`src/rtl/dbns_converter_param.sv`:
```
// -----------------------------------------------------------------------------
// dbns_converter_param
//
// Greedy double-base (2,3) converter. An unsigned WIDTH-bit operand is
// accepted, then candidate terms 3^a * 2^b are tried one per clock, with
// a running from A_MAX down to 0 (outer) and b from B_MAX down to 0 (inner).
// Every candidate that fits in the remaining difference is subtracted and
// its bit is set in a one-hot-per-term bitmap.
//
// Bitmap index i = (B_MAX-b) + (B_MAX+1)*(A_MAX-a): bit 0 is the largest
// term 3^A_MAX*2^B_MAX and bit NBITS-1 is the term 1.
//
// Handshakes (both sides): a transfer happens on a rising clk edge where
// valid and ready are both 1. The producer holds valid (and data) until
// that edge. The result side holds out_valid and all result outputs
// stable until out_ready is seen.
//
// Ports:
//   clk            rising-edge clock
//   rst            synchronous active-low reset
//   in_valid       operand valid
//   in_ready       converter can accept an operand (IDLE only)
//   in_data        unsigned operand
//   cfg_max_terms  term limit, sampled on accept; 0 = unlimited
//   out_valid      result valid
//   out_ready      consumer accepts result
//   dbns           term bitmap
//   term_cnt       number of bits set in dbns
//   residual       operand minus sum of selected terms
//   exact          residual == 0
// -----------------------------------------------------------------------------
module dbns_converter_param #(
   parameter  int WIDTH = 16,
   parameter  int A_MAX = 5,
   parameter  int B_MAX = 5,
   localparam int NBITS = (A_MAX + 1) * (B_MAX + 1),
   localparam int CW    = $clog2(NBITS + 1)
) (
   input  logic             clk,
   input  logic             rst,
   input  logic             in_valid,
   output logic             in_ready,
   input  logic [WIDTH-1:0] in_data,
   input  logic [CW-1:0]    cfg_max_terms,
   output logic             out_valid,
   input  logic             out_ready,
   output logic [NBITS-1:0] dbns,
   output logic [CW-1:0]    term_cnt,
   output logic [WIDTH-1:0] residual,
   output logic             exact
);

   // Bit length of 3^A_MAX; terms need that plus B_MAX bits to stay exact.
   function automatic int pow3_bits();
      longint unsigned p;
      int              n;
      p = 1;
      n = 0;
      for (int k = 0; k < A_MAX; k++) p = p * 3;
      while (p != 0) begin
         n++;
         p = p >> 1;
      end
      return n;
   endfunction

   localparam int TW = pow3_bits() + B_MAX;              // exact term width
   localparam int MW = (WIDTH > TW) ? WIDTH : TW;        // compare width
   localparam int AW = (A_MAX > 0) ? $clog2(A_MAX + 1) : 1;
   localparam int BW = (B_MAX > 0) ? $clog2(B_MAX + 1) : 1;
   localparam int IW = (NBITS > 1) ? $clog2(NBITS) : 1;

   function automatic logic [TW-1:0] pow3_f(input int k);
      logic [TW-1:0] p;
      p = TW'(1);
      for (int j = 0; j < k; j++) p = p * TW'(3);
      return p;
   endfunction

   // Constant table of powers of three; the power of two is a shift.
   logic [TW-1:0] pow3_tab [A_MAX+1];
   for (genvar k = 0; k <= A_MAX; k++) begin : g_pow3
      assign pow3_tab[k] = pow3_f(k);
   end

   typedef enum logic [1:0] {
      S_IDLE = 2'd0,
      S_SCAN = 2'd1,
      S_DONE = 2'd2
   } state_t;

   state_t             state_q,     state_d;
   logic [WIDTH-1:0]   diff_q,      diff_d;
   logic [CW-1:0]      limit_q,     limit_d;
   logic [NBITS-1:0]   dbns_q,      dbns_d;
   logic [CW-1:0]      cnt_q,       cnt_d;
   logic [AW-1:0]      a_q,         a_d;
   logic [BW-1:0]      b_q,         b_d;
   logic [IW-1:0]      idx_q,       idx_d;
   logic               exact_q,     exact_d;
   logic               in_ready_q,  in_ready_d;
   logic               out_valid_q, out_valid_d;

   logic [TW-1:0]      term;
   logic [MW-1:0]      term_ext;
   logic [MW-1:0]      diff_ext;
   logic [MW-1:0]      diff_sub;
   logic               hit;
   logic [WIDTH-1:0]   diff_new;
   logic [CW-1:0]      cnt_new;
   logic               last_cand;

   always_comb begin
      term      = pow3_tab[a_q] << b_q;
      term_ext  = MW'(term);
      diff_ext  = MW'(diff_q);
      hit       = (diff_ext >= term_ext);
      diff_sub  = diff_ext - term_ext;
      // When hit, diff_sub <= diff_q so it always fits back into WIDTH.
      diff_new  = hit ? WIDTH'(diff_sub) : diff_q;
      cnt_new   = cnt_q + CW'(hit);
      last_cand = (a_q == '0) && (b_q == '0);

      state_d   = state_q;
      diff_d    = diff_q;
      limit_d   = limit_q;
      dbns_d    = dbns_q;
      cnt_d     = cnt_q;
      a_d       = a_q;
      b_d       = b_q;
      idx_d     = idx_q;
      exact_d   = exact_q;

      case (state_q)
         S_IDLE: begin
            if (in_valid && in_ready_q) begin
               diff_d  = in_data;
               limit_d = cfg_max_terms;
               dbns_d  = '0;
               cnt_d   = '0;
               a_d     = AW'(A_MAX);
               b_d     = BW'(B_MAX);
               idx_d   = '0;
               exact_d = 1'b0;
               state_d = S_SCAN;
            end
         end
         S_SCAN: begin
            diff_d = diff_new;
            cnt_d  = cnt_new;
            if (hit) dbns_d[idx_q] = 1'b1;
            if ((diff_new == '0) || last_cand ||
                ((limit_q != '0) && (cnt_new == limit_q))) begin
               exact_d = (diff_new == '0);
               state_d = S_DONE;
            end else begin
               idx_d = idx_q + IW'(1);
               if (b_q == '0) begin
                  b_d = BW'(B_MAX);
                  a_d = a_q - AW'(1);
               end else begin
                  b_d = b_q - BW'(1);
               end
            end
         end
         S_DONE: begin
            // out_ready only counts once the result is actually presented.
            if (out_valid_q && out_ready) state_d = S_IDLE;
         end
         default: state_d = S_IDLE;
      endcase

      // Registered handshake outputs. out_valid rises one cycle after the
      // scan finishes, giving the k+1 cycle latency for k candidates.
      in_ready_d  = (state_d == S_IDLE);
      out_valid_d = (state_q == S_DONE) && (state_d == S_DONE);
   end

   always_ff @(posedge clk) begin
      if (!rst) begin
         state_q     <= S_IDLE;
         diff_q      <= '0;
         limit_q     <= '0;
         dbns_q      <= '0;
         cnt_q       <= '0;
         a_q         <= '0;
         b_q         <= '0;
         idx_q       <= '0;
         exact_q     <= 1'b0;
         in_ready_q  <= 1'b0;
         out_valid_q <= 1'b0;
      end else begin
         state_q     <= state_d;
         diff_q      <= diff_d;
         limit_q     <= limit_d;
         dbns_q      <= dbns_d;
         cnt_q       <= cnt_d;
         a_q         <= a_d;
         b_q         <= b_d;
         idx_q       <= idx_d;
         exact_q     <= exact_d;
         in_ready_q  <= in_ready_d;
         out_valid_q <= out_valid_d;
      end
   end

   assign in_ready  = in_ready_q;
   assign out_valid = out_valid_q;
   assign dbns      = dbns_q;
   assign term_cnt  = cnt_q;
   assign residual  = diff_q;
   assign exact     = exact_q;

endmodule

```
`config.mk`:
```
export PLATFORM = sky130hd
export DESIGN_NAME = dbns_converter_param
export DESIGN_NICKNAME = d
export VERILOG_FILES = /design/src/rtl/dbns_converter_param.sv
export SDC_FILE = /design/constraint.sdc
export NUM_CORES = 1
export LEC_CHECK = 0
export CAP_MARGIN = 40
export CORE_MARGIN = 2
export CORE_UTILIZATION = 45
export DETAILED_ROUTE_END_ITERATION = 10
export PLACE_DENSITY = 0.72
export SETUP_SLACK_MARGIN = 0.4
export SKIP_CTS_REPAIR_TIMING = 1
export SYNTH_ARGS = -nofsm -noshare
export SYNTH_HDL_FRONTEND = slang
export SYNTH_SLANG_ARGS = --single-unit
export TNS_END_PERCENT = 1
```
`constraint.sdc`:
```
create_clock -name clk -period 4.8 [get_ports clk]
set_clock_uncertainty 0.15 [all_clocks]
set_input_delay 1.44 -clock clk [delete_from_list [all_inputs] [get_ports clk]]
set_output_delay 1.44 -clock clk [all_outputs]
set_load 0.1 [all_outputs]
```
==> impl_metrics.toml, run 1 <==
[outcome]
status = "finished, final reports clean"

[finish]
multi_input_area_um2 = 3030
area_growth_pct = 60.5
diodes = 0
seq_area_um2 = 1640
drive_gt1_share_pct = 26.9
nFillCells = 641
finalNetCount = 795

[route]
drtPass1Iterations = 5
drc = 0
routed_wl_um = 16500
detailedRoute.firstIterationViolations = 365
viasPerCell = 5.87
wl_per_cell_um = 18.6
ant_nets = 0
vias = 5205

[logic_synthesis]
synth_seq_cells = 81
post-synth-top-area-cell = "dfxtp_1"
synth_top_area_share_pct = 35.3
synthesis.area_um2 = 4590
ys.flop_type = "dfxtp_1"
seq_area_frac_synth_pct = 35.3
yosys-top-cells-count = "a21oi_1 (84), dfxtp_1 (81), nor2_1 (81)"
async_reset_ff_share_pct = 0
synth-edff-count = 0
syn_nets = 632
synthTopCellsByArea = "dfxtp_1 (35%), a21oi_1 (9.2%), nor2_1 (6.6%)"
ys_warn_count = 0
netlist_instances = 586
synth_cell_types = 67
synth_most_common_cell = "a21oi_1"
postSynthAreaPerCell_um2 = 7.84

[pwr]
totalPowerFinal_w = 0.00426
clockPowerShare_pct = 13.7
internal-power_w = 0.00220
peakVddDrop_mv = 0.305
power.density_cell_area_nw_per_um2 = 577
swShare_pct = 48.3
switchingPower_w = 0.00206
p_seq_share_pct = 19.8
power.leakage_nw = 2.79
share_comb_of_total_power_pct = 66.6

[global_route]
antenna_found_initial = 0
grt_pass1_vias = 5025
grt_pass1_wl_um = 25100
overflow = 0
grt_max_degree = 38
grtUsageTotal_pct = 28.2

[floorplanning]
die_height_um = 105
die_area_um2 = 11000
std_cell_rows = 36
core-area_um2 = 9820
die_x_um = 105
num_io_pins = 87
initial_core_util_pct = 46.8

[placed_design]
hpwl_um = 11300
routabilityCongestion = 0.956
numPortBuffers = 86

[sta]
slew_headroom_pct = 33.8
min_period_ns = 4.36
final-max-slew-violation-count = 0
finalHoldViolations = 0
setup_viol = 0
tightest_slew_ns = 0.991
rsz0062_at_grt = "true"
period_share_pct = 90.8
timing.fmax_mhz = 229
hold_ws_ns = 0.338

[clock_tree]
cts_buffer_depth = 2
htree_num_levels = 3
numCtsBuffers = 9
clk_pin_slew_worst_paths_ns = 0.09
clock_latency_ns = 0.38
cts_tree = "built"
cts_root_buf = "clkbuf_8"
clock-sinks = 81

[hold_path]
hold_class = "flop to flop"

[worst_setup_path]
crit_slowest_cell = "dfxtp_4"
max_stage_delay_ns = 0.37
cp_cell_sequence = "buf_4, nor2b_1, nor2_1, nand2_1, o21ai_1, a21oi_2, ha_4, and2_4, nand3_2, a211oi_4, nor3_4, inv_2, ha_4, and3_4, nand3_2, xor2_2, xor2_1, a32o_2, nor2_4, o31ai_4, buf_6, or3_1, a21oi_2"
cp-end-kind = "flop"
criticalPathCategory = "flop to flop"
cp_top_family = "simple AND/OR/NAND/NOR gates"
worstSetupStartpointType = "flop"
crit_required_ns = 4.97
arrival_ns = 4.53
cp_num_buf_inv = 3
path_max_fanout = 7

[flow_run]
max_cap_viol_count = 0
stage by stage:
step | std cells | cell area [µm²] | utilization, % | worst slack, ns | TNS (ns)
2_1_floorplan | 586 | 4610 | - | 0.401 | 0
3_3_place_gp | 783 | 5550 | 56.6 | 0.164 | 0
3_5_place_dp | 845 | 6600 | 67.2 | -0.0527 | -0.0754
4_1_cts | 861 | 6830 | 69.5 | -0.101 | -0.180
5_1_grt | 887 | 7370 | 75.1 | 0.267 | 0
6_report | 887 | 7370 | 75.1 | 0.441 | 0
cell type report:
class	instances	share of cell area, %
repair buffers	188	30.2
inverters	20	1.02
multi-input cells	449	41.2
well taps	133	2.26
clock buffers	10	1.87
clock inverters	6	1.22
flip-flops and latches	81	22.3
worst reg2reg max path, stage by stage, from the launching register on:
cell and delay [ns]:
dfxtp_4 0.37, buf_4 0.15, nor2b_1 0.14, nor2_1 0.16, nand2_1 0.09, o21ai_1 0.10, a21oi_2 0.09, ha_4 0.31
and2_4 0.17, nand3_2 0.10, a211oi_4 0.34, nor3_4 0.08, inv_2 0.08, ha_4 0.14, and3_4 0.21, nand3_2 0.10
xor2_2 0.21, xor2_1 0.15, a32o_2 0.27, nor2_4 0.12, o31ai_4 0.13, buf_6 0.16, or3_1 0.32, a21oi_2 0.14
sequential cells by signal (all words and copies together), names as in the netlist:
name,cells
residual,16
in_ready,1
state_q,2
a_q,3
idx_q,6
dbns,36
exact,1
term_cnt,6
out_valid,1
limit_q,6
b_q,3
path summary, 6_finish.rpt:
kind	start	to	slack (ns)	cells after the start
setup reg to reg	b_q[0]	idx_q[2]	0.44	23
hold / removal	dbns[3]	dbns[3]	0.34	2
setup / recovery	b_q[0]	idx_q[2]	0.44	23
hold reg to reg	dbns[3]	dbns[3]	0.34	2
cell families (layout without fill, tap and decap cells):
group	count (synthesis)	count (layout)	share of synthesized area, %
buffers and inverters	56	224	5.72
xor gates and xnor gates	15	15	2.86
and+or+nand+nor	222	222	23.2
AOI/OAI and AO/OA	192	192	27.3
DFF	81	81	35.3
adders and majority gates	20	20	5.61
power by group through the flow:
stage | Sequential [W] | Clock, W | Combinational [W]
3_3_place_gp | 0.000844 | 0 | 0.00221
6_report | 0.000841 | 0.000582 | 0.00283
3_5_place_dp | 0.000847 | 0 | 0.00240
4_1_cts | 0.000832 | 0.000582 | 0.00241
5_1_grt | 0.000850 | 0.000617 | 0.00301
2_1_floorplan | 0.00113 | 0 | 0.00144
layer usage:
metal  GRT usage [%]  vias up  part of all wire (%)  routed length (µm)
met5               0        -                     0                   0
li1                -     2439                     -                   -
met1            36.5     2499                    42                6930
met2            46.6      236                    49                8100
met3            5.74       31                   6.5                1070
met4            10.1        0                   2.4                 388
cell usage in the layout (no fill, tap or decap), types with 8 or more instances in the layout:
cell | netlist | final
clkdlybuf4s50_1 | 0 | 86
a21oi_1 | 84 | 77
nor2_1 | 81 | 76
dfxtp_1 | 81 | 71
nand2_1 | 60 | 59
buf_8 | 1 | 51
buf_4 | 0 | 36
o21ai_0 | 22 | 17
inv_1 | 18 | 16
nor3_1 | 16 | 15
a21oi_2 | 4 | 11
a22oi_1 | 11 | 11
clkbuf_8 | 0 | 10
buf_16 | 0 | 10
o21ai_1 | 8 | 9
a211oi_1 | 9 | 9
nand3_1 | 11 | 8
ha_4 | 0 | 8
ha_1 | 19 | 8
Power figures use the tool's default switching activity.
==> run 2, diff against run 1 <==
Settings changed: CORE_MARGIN 2 to default, PLACE_DENSITY 0.72 to 0.7.
Clock period 4.8 ns to 5.2 ns, I/O delays scaled along.
==> run 2 against run 1 <==
Final cell count decreased by 2.0%; utilization decreased by 3.9 points; design area decreased by 5.3%; sequential cell count unchanged; via count decreased by 3.8%; first-iteration DRC count decreased by 6.6%; sequential share of layout area increased by 1.1 points; combinational power decreased by 16%; register-to-register slack about the same; power decreased by 13%; largest power group unchanged.
==> impl_metrics.toml, run 2 (synthesis results as in run 1) <==
[outcome]
status = "finished, final reports clean"

[route]
drtPass1Iterations = 5
routed_wl_um = 15200
vias = 5006
detailedRoute.firstIterationViolations = 341
viasPerCell = 5.76
ant_nets = 0
drc = 0
wl_per_cell_um = 17.5

[floorplanning]
std_cell_rows = 36
num_io_pins = 87
die_area_um2 = 10600
initial_core_util_pct = 46.8
die_x_um = 103
core-area_um2 = 9820
die_height_um = 103

[clock_tree]
cts_root_buf = "clkbuf_8"
cts_tree = "built"
cts_buffer_depth = 2
clock-sinks = 81
numCtsBuffers = 9
clock_latency_ns = 0.36
htree_num_levels = 3
clk_pin_slew_worst_paths_ns = 0.09

[global_route]
grt_use_met2_pct = 46.9
gr-max-usage-layer = "met2"
grt_max_degree = 41
overflow = 0
grt_util_met3_pct = 4.34
antenna_found_initial = 0
use_met1_pct = 36.9
grtUsageTotal_pct = 28.0
grt_pass1_vias = 4630
grt_pass1_wl_um = 22900

[worst_setup_path]
crit_required_ns = 5.35
cp-end-kind = "flop"
max_stage_delay_ns = 0.37
cp_top_family = "compound AO/OA/AOI/OAI gates"
criticalPathCategory = "flop to flop"
worstSetupStartpointType = "flop"
arrival_ns = 4.92
path_max_fanout = 10
cp_cell_sequence = "ha_2, o21ai_0, a21oi_1, a21o_1, a21oi_2, ha_4, a21o_1, a211oi_4, o21ai_2, nor3_4, inv_2, ha_1, and3_1, nand3_1, xor2_2, xor2_1, a32o_1, nor2_4, o31ai_4, buf_2, or3_1, a21oi_2"
cp_num_buf_inv = 2
crit_slowest_cell = "dfxtp_2"

[sta]
finalHoldViolations = 0
setup_viol = 0
rsz0062_at_grt = "true"
min_period_ns = 4.77
period_share_pct = 91.7
hold_ws_ns = 0.322
slew_headroom_pct = 39.3
setup_tns_ns = 0
final-max-slew-violation-count = 0
tightest_slew_ns = 0.903
timing.fmax_mhz = 210

[finish]
final_cells = 869
multi_input_area_um2 = 2830
nFillCells = 761
diodes = 0
largest_reg_flops = 36
finalNetCount = 777
area_growth_pct = 52.1
fin_area_um2 = 6980
drive_gt1_share_pct = 20.2
mostFrequentLayoutCell = "clkdlybuf4s50_1"
seq_area_um2 = 1630
most-common-layout-cells = "clkdlybuf4s50_1 (86), a21oi_1 (82), nor2_1 (78)"

[flow_run]
max_cap_viol_count = 0

[pwr]
totalPowerFinal_w = 0.00371
power.leakage_nw = 2.66
peakVddDrop_mv = 0.270
power.density_cell_area_nw_per_um2 = 532

[placed_design]
hpwl_um = 11000
numPortBuffers = 86
place_inst = 839
routabilityCongestion = 0.944
placement.cell_area_um2 = 6520

[hold_path]
hold_class = "flop to flop"
==> run 2: layer usage <==
metal | vias up | routed length (µm) | share of wire (%)
li1 | 2405 | - | -
met1 | 2387 | 6660 | 44
met2 | 188 | 7360 | 48
met3 | 26 | 955 | 6.3
met4 | 0 | 230 | 1.5
met5 | - | 0 | 0
==> run 2: area by class of cell <==
type,count,area share (%)
flip-flops and latches,81,23.4
clock inverters,6,1.40
multi-input cells,450,40.6
clock buffers,10,1.97
well taps,133,2.38
repair buffers,169,29.2
inverters,20,1.08
==> run 2: through the flow <==
step,worst slack (ns),util (%)
2_1_floorplan,0.458,-
3_3_place_gp,0.199,55.9
3_5_place_dp,0.120,66.3
4_1_cts,0.0652,68.7
5_1_grt,0.268,71.1
6_report,0.433,71.1
==> run 2: worst paths after layout <==
path	endpoint	slack [ns]	startpoint	depth (start not counted)
hold / removal	dbns[31]	0.32	dbns[31]	2
setup reg to reg	idx_q[5]	0.43	a_q[0]	22
setup / recovery	idx_q[5]	0.43	a_q[0]	22
hold reg to reg	dbns[31]	0.32	dbns[31]	2
==> run 2: worst register-to-register path: stages, from the launching register on <==
cell and delay (ns):
dfxtp_2 0.37, ha_2 0.21, o21ai_0 0.17, a21oi_1 0.09, a21o_1 0.18, a21oi_2 0.18, ha_4 0.25, a21o_1 0.25
a211oi_4 0.28, o21ai_2 0.12, nor3_4 0.25, inv_2 0.12, ha_1 0.21, and3_1 0.22, nand3_1 0.14, xor2_2 0.19
xor2_1 0.09, a32o_1 0.27, nor2_4 0.19, o31ai_4 0.14, buf_2 0.19, or3_1 0.33, a21oi_2 0.13
==> run 2: power breakdown <==
part           switching [W]  leakage, nW  internal (W)
Sequential         0.0000914        0.659      0.000683
Clock               0.000254        0.119      0.000291
Combinational        0.00150         1.88      0.000896
Total                0.00184         2.66       0.00187
